--- src/rtl/fetch_pkg.sv ---
// rtl/fetch_pkg.sv - shared constants, entry type and helpers for the fetch stage
package fetch_pkg;

  // Canonical no-op (addi x0, x0, 0) presented when no instruction is ready
  localparam logic [31:0] FETCH_NOP      = 32'h0000_0013;
  localparam logic [31:0] FETCH_RESET_PC = 32'h0000_0000;

  // Width of the stale-response counter; outstanding discards stay far below this
  localparam int DROP_W = 8;

  typedef struct packed {
    logic [31:0] pc;
    logic [31:0] instr;
    logic        filled;
  } fetch_entry_t;

  // Instruction fetches are always word aligned; low address bits are ignored
  function automatic logic [31:0] word_align(input logic [31:0] addr);
    return addr & 32'hFFFF_FFFC;
  endfunction

endpackage

--- src/rtl/fetch_queue.sv ---
// rtl/fetch_queue.sv - in-order fetch buffer with allocate, fill-oldest, pop and flush
module fetch_queue
  import fetch_pkg::*;
#(
  parameter int QDEPTH = 4,
  localparam int PW = $clog2(QDEPTH),
  localparam int CW = PW + 1
) (
  input  logic          clk,
  input  logic          reset_n,
  input  logic          flush,
  input  logic          alloc,
  input  logic [31:0]   alloc_pc,
  input  logic          fill,
  input  logic [31:0]   fill_data,
  input  logic          pop,
  output fetch_entry_t  head_entry,
  output logic [CW-1:0] count,
  output logic [CW-1:0] unfilled
);

  fetch_entry_t  entries [QDEPTH];
  logic [PW-1:0] head_ptr;
  logic [PW-1:0] tail_ptr;
  logic [PW-1:0] fill_ptr;
  logic          head_ready;
  logic          do_alloc;
  logic          do_fill;
  logic          do_pop;

  // Qualify each operation so an out-of-protocol neighbour cannot corrupt pointers
  always_comb begin
    head_entry = entries[head_ptr];
    head_ready = (count != '0) && head_entry.filled;
    do_alloc   = alloc && !flush && (count != CW'(QDEPTH));
    do_fill    = fill && !flush && (unfilled != '0);
    do_pop     = pop && !flush && head_ready;
  end

  // Pointers and occupancy; responses return in order so fill_ptr walks behind tail_ptr
  always_ff @(posedge clk) begin
    if (!reset_n || flush) begin
      head_ptr <= '0;
      tail_ptr <= '0;
      fill_ptr <= '0;
      count    <= '0;
      unfilled <= '0;
    end else begin
      if (do_alloc) tail_ptr <= tail_ptr + 1'b1;
      if (do_fill)  fill_ptr <= fill_ptr + 1'b1;
      if (do_pop)   head_ptr <= head_ptr + 1'b1;
      count    <= count + CW'(do_alloc) - CW'(do_pop);
      unfilled <= unfilled + CW'(do_alloc) - CW'(do_fill);
    end
  end

  // Entry payload: allocation records the pc, a fill lands the word in the oldest unfilled slot
  always_ff @(posedge clk) begin
    if (!reset_n) begin
      for (int i = 0; i < QDEPTH; i++) begin
        entries[i].filled <= 1'b0;
      end
    end else begin
      if (do_alloc) begin
        entries[tail_ptr].pc     <= alloc_pc;
        entries[tail_ptr].instr  <= '0;
        entries[tail_ptr].filled <= 1'b0;
      end
      if (do_fill) begin
        entries[fill_ptr].instr  <= fill_data;
        entries[fill_ptr].filled <= 1'b1;
      end
    end
  end

endmodule

--- src/rtl/if_fetch_unit.sv ---
// rtl/if_fetch_unit.sv - instruction fetch stage: pc, request gating, stale-response drop, redirect
module if_fetch_unit
  import fetch_pkg::*;
#(
  parameter logic [31:0] RESET_PC = FETCH_RESET_PC,
  parameter int          QDEPTH   = 4,
  parameter logic [31:0] NOP      = FETCH_NOP
) (
  input  logic        clk,
  input  logic        reset_n,
  input  logic        stall_i,
  input  logic        redirect_valid,
  input  logic [31:0] redirect_pc,
  output logic        imem_req_valid,
  input  logic        imem_req_ready,
  output logic [31:0] imem_req_addr,
  input  logic        imem_rsp_valid,
  input  logic [31:0] imem_rsp_data,
  output logic        fetch_valid,
  output logic [31:0] PC_plus_4_out,
  output logic [31:0] Instruction_out
);

  localparam int CW = $clog2(QDEPTH) + 1;

  logic [31:0]       pc;
  logic [DROP_W-1:0] drop_cnt;
  logic [DROP_W-1:0] outstanding;
  logic [DROP_W-1:0] drop_after_redirect;
  fetch_entry_t      head_entry;
  logic [CW-1:0]     q_count;
  logic [CW-1:0]     q_unfilled;
  logic              req_fire;
  logic              rsp_keep;
  logic              pop;

  // Request credit uses the registered count, so a full queue popping this cycle still waits
  always_comb begin
    imem_req_valid = reset_n && (q_count < CW'(QDEPTH)) && !redirect_valid;
    imem_req_addr  = pc;
    req_fire       = imem_req_valid && imem_req_ready;
  end

  // Response routing, pop qualification and the head-driven outputs toward IF/ID
  always_comb begin
    rsp_keep        = reset_n && imem_rsp_valid && !redirect_valid && (drop_cnt == '0);
    fetch_valid     = (q_count != '0) && head_entry.filled;
    pop             = fetch_valid && !stall_i && !redirect_valid;
    Instruction_out = fetch_valid ? head_entry.instr : NOP;
    PC_plus_4_out   = fetch_valid ? head_entry.pc + 32'd4 : 32'd0;
  end

  // Everything still owed by memory becomes a discard once the queue is flushed
  always_comb begin
    outstanding         = drop_cnt + DROP_W'(q_unfilled);
    drop_after_redirect = (imem_rsp_valid && (outstanding != '0)) ? outstanding - 1'b1
                                                                  : outstanding;
  end

  // Next request address: redirect wins, otherwise advance on an accepted request
  always_ff @(posedge clk) begin
    if (!reset_n) begin
      pc <= RESET_PC;
    end else if (redirect_valid) begin
      pc <= word_align(redirect_pc);
    end else if (req_fire) begin
      pc <= pc + 32'd4;
    end
  end

  // Count down wrong-path responses so none of them ever reaches the queue
  always_ff @(posedge clk) begin
    if (!reset_n) begin
      drop_cnt <= '0;
    end else if (redirect_valid) begin
      drop_cnt <= drop_after_redirect;
    end else if (imem_rsp_valid && (drop_cnt != '0)) begin
      drop_cnt <= drop_cnt - 1'b1;
    end
  end

  fetch_queue #(
    .QDEPTH (QDEPTH)
  ) u_queue (
    .clk        (clk),
    .reset_n    (reset_n),
    .flush      (redirect_valid),
    .alloc      (req_fire),
    .alloc_pc   (pc),
    .fill       (rsp_keep),
    .fill_data  (imem_rsp_data),
    .pop        (pop),
    .head_entry (head_entry),
    .count      (q_count),
    .unfilled   (q_unfilled)
  );

endmodule

--- config.mk ---
export PLATFORM = sky130hd
export DESIGN_NAME = if_fetch_unit
export DESIGN_NICKNAME = d
export VERILOG_FILES = /design/src/rtl/fetch_pkg.sv /design/src/rtl/fetch_queue.sv /design/src/rtl/if_fetch_unit.sv
export SDC_FILE = /design/constraint.sdc
export NUM_CORES = 1
export LEC_CHECK = 0
export BUFFER_PORTS_ARGS = -buffer_cell sky130_fd_sc_hd__buf_2
export CELL_PAD_IN_SITES_DETAIL_PLACEMENT = 0
export CELL_PAD_IN_SITES_GLOBAL_PLACEMENT = 1
export CORE_ASPECT_RATIO = 1.5
export CORE_MARGIN = 5
export CORE_UTILIZATION = 38
export CTS_BUF_LIST = sky130_fd_sc_hd__clkbuf_8 sky130_fd_sc_hd__clkbuf_16
export DETAILED_ROUTE_END_ITERATION = 8
export GPL_TIMING_DRIVEN = 0
export PLACE_DENSITY = 0.67
export SYNTH_ARGS = -nofsm -noshare
export SYNTH_HDL_FRONTEND = slang
export SYNTH_HIERARCHICAL = 1
export SYNTH_SLANG_ARGS = --single-unit
--- constraint.sdc ---
create_clock -name clk -period 16.8 [get_ports clk]
set_input_delay 2.52 -clock clk [delete_from_list [all_inputs] [get_ports clk]]
set_output_delay 2.52 -clock clk [all_outputs]
set_load 0.05 [all_outputs]
======== After elaboration in Yosys (flattened, before gate mapping) ========
Memory sizes are Yosys's and may differ from the RTL's. A register that Yosys moved wholly into a read port is not among the register bits.
Index checks and enable logic that the tools add are counted.
word-level totals
  memories kept ........................... 1
  output and inout port bits .............. 98
  bits in writable memories ............... 260
  input bits .............................. 70
  bits in registers ....................... 52
memories
  memory           words  bits a word  read ports  clocked after Yosys merged registers in  wr ports  RTL line           RTL
  u_queue.entries  4      65           1           1                                        4         fetch_queue.sv:22  fetch_entry_t entries [QDEPTH];
operators by class
  muxes and demuxes ....................... 22
  eq/ne operators ......................... 1
  bitwise logic cells ..................... 1
  add/subtract/negate cells ............... 12
  order comparisons ....................... 1
  reductions and logical operators ........ 31
operators by type and width
  cell                                                                 number
  65-bit two-way mux                                                   2
  65-bit OR reduction                                                  2
  32-bit two-way mux                                                   4
  32-bit by 3-bit adder with 32-bit output (second input constant)     2
  8-bit two-way mux                                                    3
  1-bit logical AND                                                    17
  8-bit nonzero test                                                   2
  8-bit by 1-bit subtractor with 8-bit output (second input constant)  2
  2-bit two-way mux                                                    5
  8-bit by 3-bit adder with 8-bit output                               1
  8-bit zero test                                                      1
  1-bit two-way mux                                                    7
  2-bit by 1-bit adder with 2-bit output (second input constant)       3
  3-bit by 1-bit adder with 3-bit output                               2
  3-bit nonzero test                                                   2
  3-bit by 1-bit subtractor with 3-bit output                          2
  2-bit nonzero test                                                   2
  1-bit zero test                                                      3
  3-bit < comparator (second input constant)                           1
  3-bit two-way mux                                                    1
  3-bit != test (second input constant)                                1
  2-bit OR reduction                                                   1
  1-bit logical OR                                                     1
  1-bit inverter                                                       1

======== Depth between registers and ports, before layout ========
  word-level depth ........................ 11
  depth in mapped cells ................... 13

======== By module ========
Netlist, hierarchy kept.
modules (own cells, without submodules)
  module         area each (µm²)  times used  cells each
  fetch_queue    11167.0          1           585
  if_fetch_unit  3463.3           1           478

======== Least setup slack after synthesis ========
No wires, ideal clock.
  path kind ............................... in2reg
  from .................................... input port redirect_valid
  to ...................................... memory u_queue/entries[1][10] in the netlist's numbering (enable)
  data arrival time ....................... 7027 ps
  setup time .............................. 375 ps
  cell stages on the path ................. 5
  path slack .............................. 9398 ps
  required time ........................... 16425 ps
  cells stage by stage .................... buf_6 > and4bb_4 > nand2_1 > nor4_1 > or2_2
RTL lines
  item         RTL line             RTL
  from (decl)  if_fetch_unit.sv:12  input logic redirect_valid,
  to (decl)    fetch_queue.sv:22

==> impl_metrics.py <==
metrics = {
    "status": {
        "status": "complete, no violations",
    },
    "synthesis": {
        "yosys_warnings": 6,
        "netlist_top_cells_area": "edfxtp_1, mux4_2, dfxtp_1",
        "netlist_area_sq_um": 14630,
        "synth_flop_cell": "edfxtp_1",
        "async_reset_ff_frac": 0,
        "synth_edf_count": 256,
        "syn_inst": 1063,
        "avgSynthCellArea_sq_um": 13.76,
        "synth_top_area_frac": 0.5254,
        "ys_types": 66,
        "synth-seq-area-share": 0.6021,
        "synth-seq-cells": 312,
        "synth_top_area_cell": "edfxtp_1",
    },
    "setup_path": {
        "cp_slowest_cell": "buf_1",
        "path_buf_inv": 3,
        "cpLargestDelayFamily": "simple AND/OR/NAND/NOR gates",
        "cpMostUsedCell": "buf_2",
        "critPathArrivalTime_ns": 4.42,
        "required_ns": 14.28,
        "start_kind": "register",
        "cp_cell_sequence": "buf_2, buf_1, mux4_2, and4_1, nand4_1, nor2_1, nand3_1, or3_1, a21oi_1, buf_2",
        "endpoint_kind": "primary output",
        "critical_path_class": "reg -> out",
        "path_max_fanout": 10,
        "cpPeakStageDelay_ns": 0.60,
    },
    "power": {
        "clkPwrFrac": 0.401,
        "ir_worst_vdd_v": 0.00006924,
        "p_leak_nw": 6.201,
        "p_per_area_nw_per_um2": 98.01,
        "p_seq_frac": 0.511,
        "combPwrFrac": 0.088,
        "switching_power_w": 0.0003984,
        "p_sw_frac": 0.2361,
        "p_int_w": 0.001289,
    },
    "place": {
        "place.gp.congestion": 0.8417,
        "portBuffers": 163,
        "hpwl_mm": 26.47,
        "placed_area_sq_um": 16230,
    },
    "routing": {
        "drt-wirelength-per-cell_microns": 20.85,
        "drt_wl_total_mm": 37.36,
        "wl_met2_mm": 20.22,
        "top_layer_used": "met4",
        "ant_nets": 0,
        "firstDrtPassIters": 5,
        "viasPerCell": 5.158,
        "vias": 9243,
        "dr_wl_met3_mm": 1.463,
        "drcViolationCount": 0,
        "dr.first_iter.drc_count": 481,
        "drt-met1-wl_mm": 14.88,
    },
    "cells_and_area": {
        "nNetsFinal": 1362,
        "finish.instance_area_sq_um": 17220,
        "final_common_cell": "edfxtp_1",
        "mostFrequentLayoutCells": "edfxtp_1, buf_2, and2_1",
        "n_antenna_cell": 0,
        "syn_to_final_growth_pct": 17.68,
        "drive_above_1_share": 0.2675,
    },
    "floorplan": {
        "fp-row-count": 88,
        "core_sq_um": 38320,
        "dieArea_sq_um": 42610,
        "start_util": 0.3818,
        "die_x_microns": 170.2,
        "boundaryPins": 168,
        "die_height_microns": 250.3,
    },
    "clock_tree": {
        "cts_repair_resize_count": 0,
        "post_cts.repair.setup_buffers": 0,
        "cts_buffers": 29,
        "htreeDepth": 1,
        "cts.sinks": 312,
        "cts_hold_buffers": 0,
        "path_clk_slew_ns": 0.07,
        "cts_tree": "yes",
        "clock_path_buffers": 3,
        "clk_latency_ns": 0.57,
        "root_buffer": "clkbuf_16",
    },
    "sta": {
        "finalHoldViolations": 0,
        "min_period_ns": 6.940,
        "slew_headroom": 0.3103,
        "finalCritPeriodShare": 0.4131,
        "fin_skew_ns": 0.02185,
        "drv_slew": 0,
        "rsz0062_at_grt": "no",
        "setup_viol": 0,
        "tightest_slew_ns": 1.035,
        "fmax_ghz": 0.1441,
        "tns_ns": 0,
    },
    "global_routing": {
        "grt_first_pass_wirelength_mm": 56.75,
        "overflow": 0,
        "grt_max_degree": 33,
        "grt_antenna_before_repair": 0,
        "grt_usage": 0.1720,
        "first_global_vias": 9586,
    },
    "job": {
        "drv_cap": 0,
    },
    "worst_hold_path": {
        "hp-class": "reg -> reg",
    },
}
Yosys cell counts (3+ instances only):
cell,n
nor3_1,15
inv_1,21
nor4_1,5
a211oi_1,13
a21oi_1,23
buf_4,4
xor2_1,30
buf_2,11
a311oi_1,6
nand4_1,13
nand2_1,37
nand2b_1,11
buf_1,8
fa_1,3
nor2_1,73
mux4_2,65
or3_1,18
xnor2_1,39
buf_6,12
edfxtp_1,256
o21ai_0,22
and4_1,7
and4_4,3
and2_1,153
ha_1,15
and3_1,11
nand3_1,34
o21ai_1,4
o2111ai_1,3
and2_2,12
dfxtp_1,56
mux2i_1,5
o211a_1,4
nor2b_1,5
or4_1,4
clkbuf_1,22
cell type report:
class / count / area [sq um]
Clock buffer: 37 / 858.3
Buffer: 58 / 337.8
Timing Repair Buffer: 171 / 917.1
Fill cell: 3572 / 21100
Clock inverter: 17 / 130.1
Tap cell: 495 / 619.3
Multi-Input combinational cell: 681 / 5466
Inverter: 21 / 78.83
Sequential cell: 312 / 8808
power groups by stage:
stage | logic (W) | registers (W) | clock network, W
global route | 0.000162 | 0.000865 | 0.000723
global placement | 0.000147 | 0.000879 | 0
detailed placement | 0.000147 | 0.000880 | 0
finish | 0.000148 | 0.000863 | 0.000677
CTS | 0.000148 | 0.000863 | 0.000694
floorplan | 0.0000883 | 0.000890 | 0
final timing paths:
check / from / endpoint / slack, ns / cells past startpoint
min reg2reg: u_queue/entries[1][0]$_SDFF_PP1_ / u_queue/entries[1][0]$_SDFF_PP1_ / 0.47 / 2
max reg2reg: drop_cnt[1]$_SDFFE_PN0P_ / u_queue/entries[2][25]$_DFFE_PP_ / 12.95 / 7
min: u_queue/entries[1][0]$_SDFF_PP1_ / u_queue/entries[1][0]$_SDFF_PP1_ / 0.47 / 2
max: register / PC_plus_4_out[29] / 9.86 / 10
kinds of logic (layout without fill, tap and decap cells):
| kind of cell | after synthesis | after routing | synth area share |
|---|---|---|---|
| buffers and inverters | 79 | 304 | 0.02848 |
| XOR/XNOR | 69 | 69 | 0.04131 |
| AO/OA/AOI/OAI | 95 | 95 | 0.04353 |
| AND/OR/NAND/NOR | 417 | 417 | 0.1624 |
| adder cells (fa/ha/maj) | 18 | 18 | 0.01693 |
| other | 1 | 10 | 0.0002563 |
| multiplexers | 72 | 72 | 0.1050 |
| flip-flops | 312 | 312 | 0.6021 |
registers in the layout, summed over array words and instances (netlist names), named ones only:
name              flops
u_queue/fill_ptr      2
drop_cnt              8
u_queue/tail_ptr      2
imem_req_addr        30
u_queue/unfilled      3
u_queue/entries     260
u_queue/count         3
u_queue/head_ptr      2
worst min-delay path, delay by kind of cell (launching register included):
family             cells  cell delay (ns)
AOI/OAI and AO/OA      2             0.11
DFF                    1             0.31
per-stage QoR:
stage | hold WS [ns] | instances | util | worst slack, ns | power [W]
after floorplan | 0.4436 | 1072 | - | 9.398 | 0.0009784
after global placement | 0.4618 | 1730 | 0.4202 | 5.566 | 0.001026
after detailed placement | 0.4686 | 1738 | 0.4235 | 9.958 | 0.001027
after CTS | 0.4782 | 1792 | 0.4493 | 9.756 | 0.001705
after global routing | 0.5049 | 1792 | 0.4493 | 9.591 | 0.001749
final | 0.4743 | 1792 | 0.4493 | 9.860 | 0.001687
layer usage:
metal  vias up  track usage
li1       4367            -
met1      4619       0.2089
met2       217       0.3213
met3        40      0.01831
met4         0      0.04498
met5         -            0
Note: power is estimated with default switching activity, not from simulation.
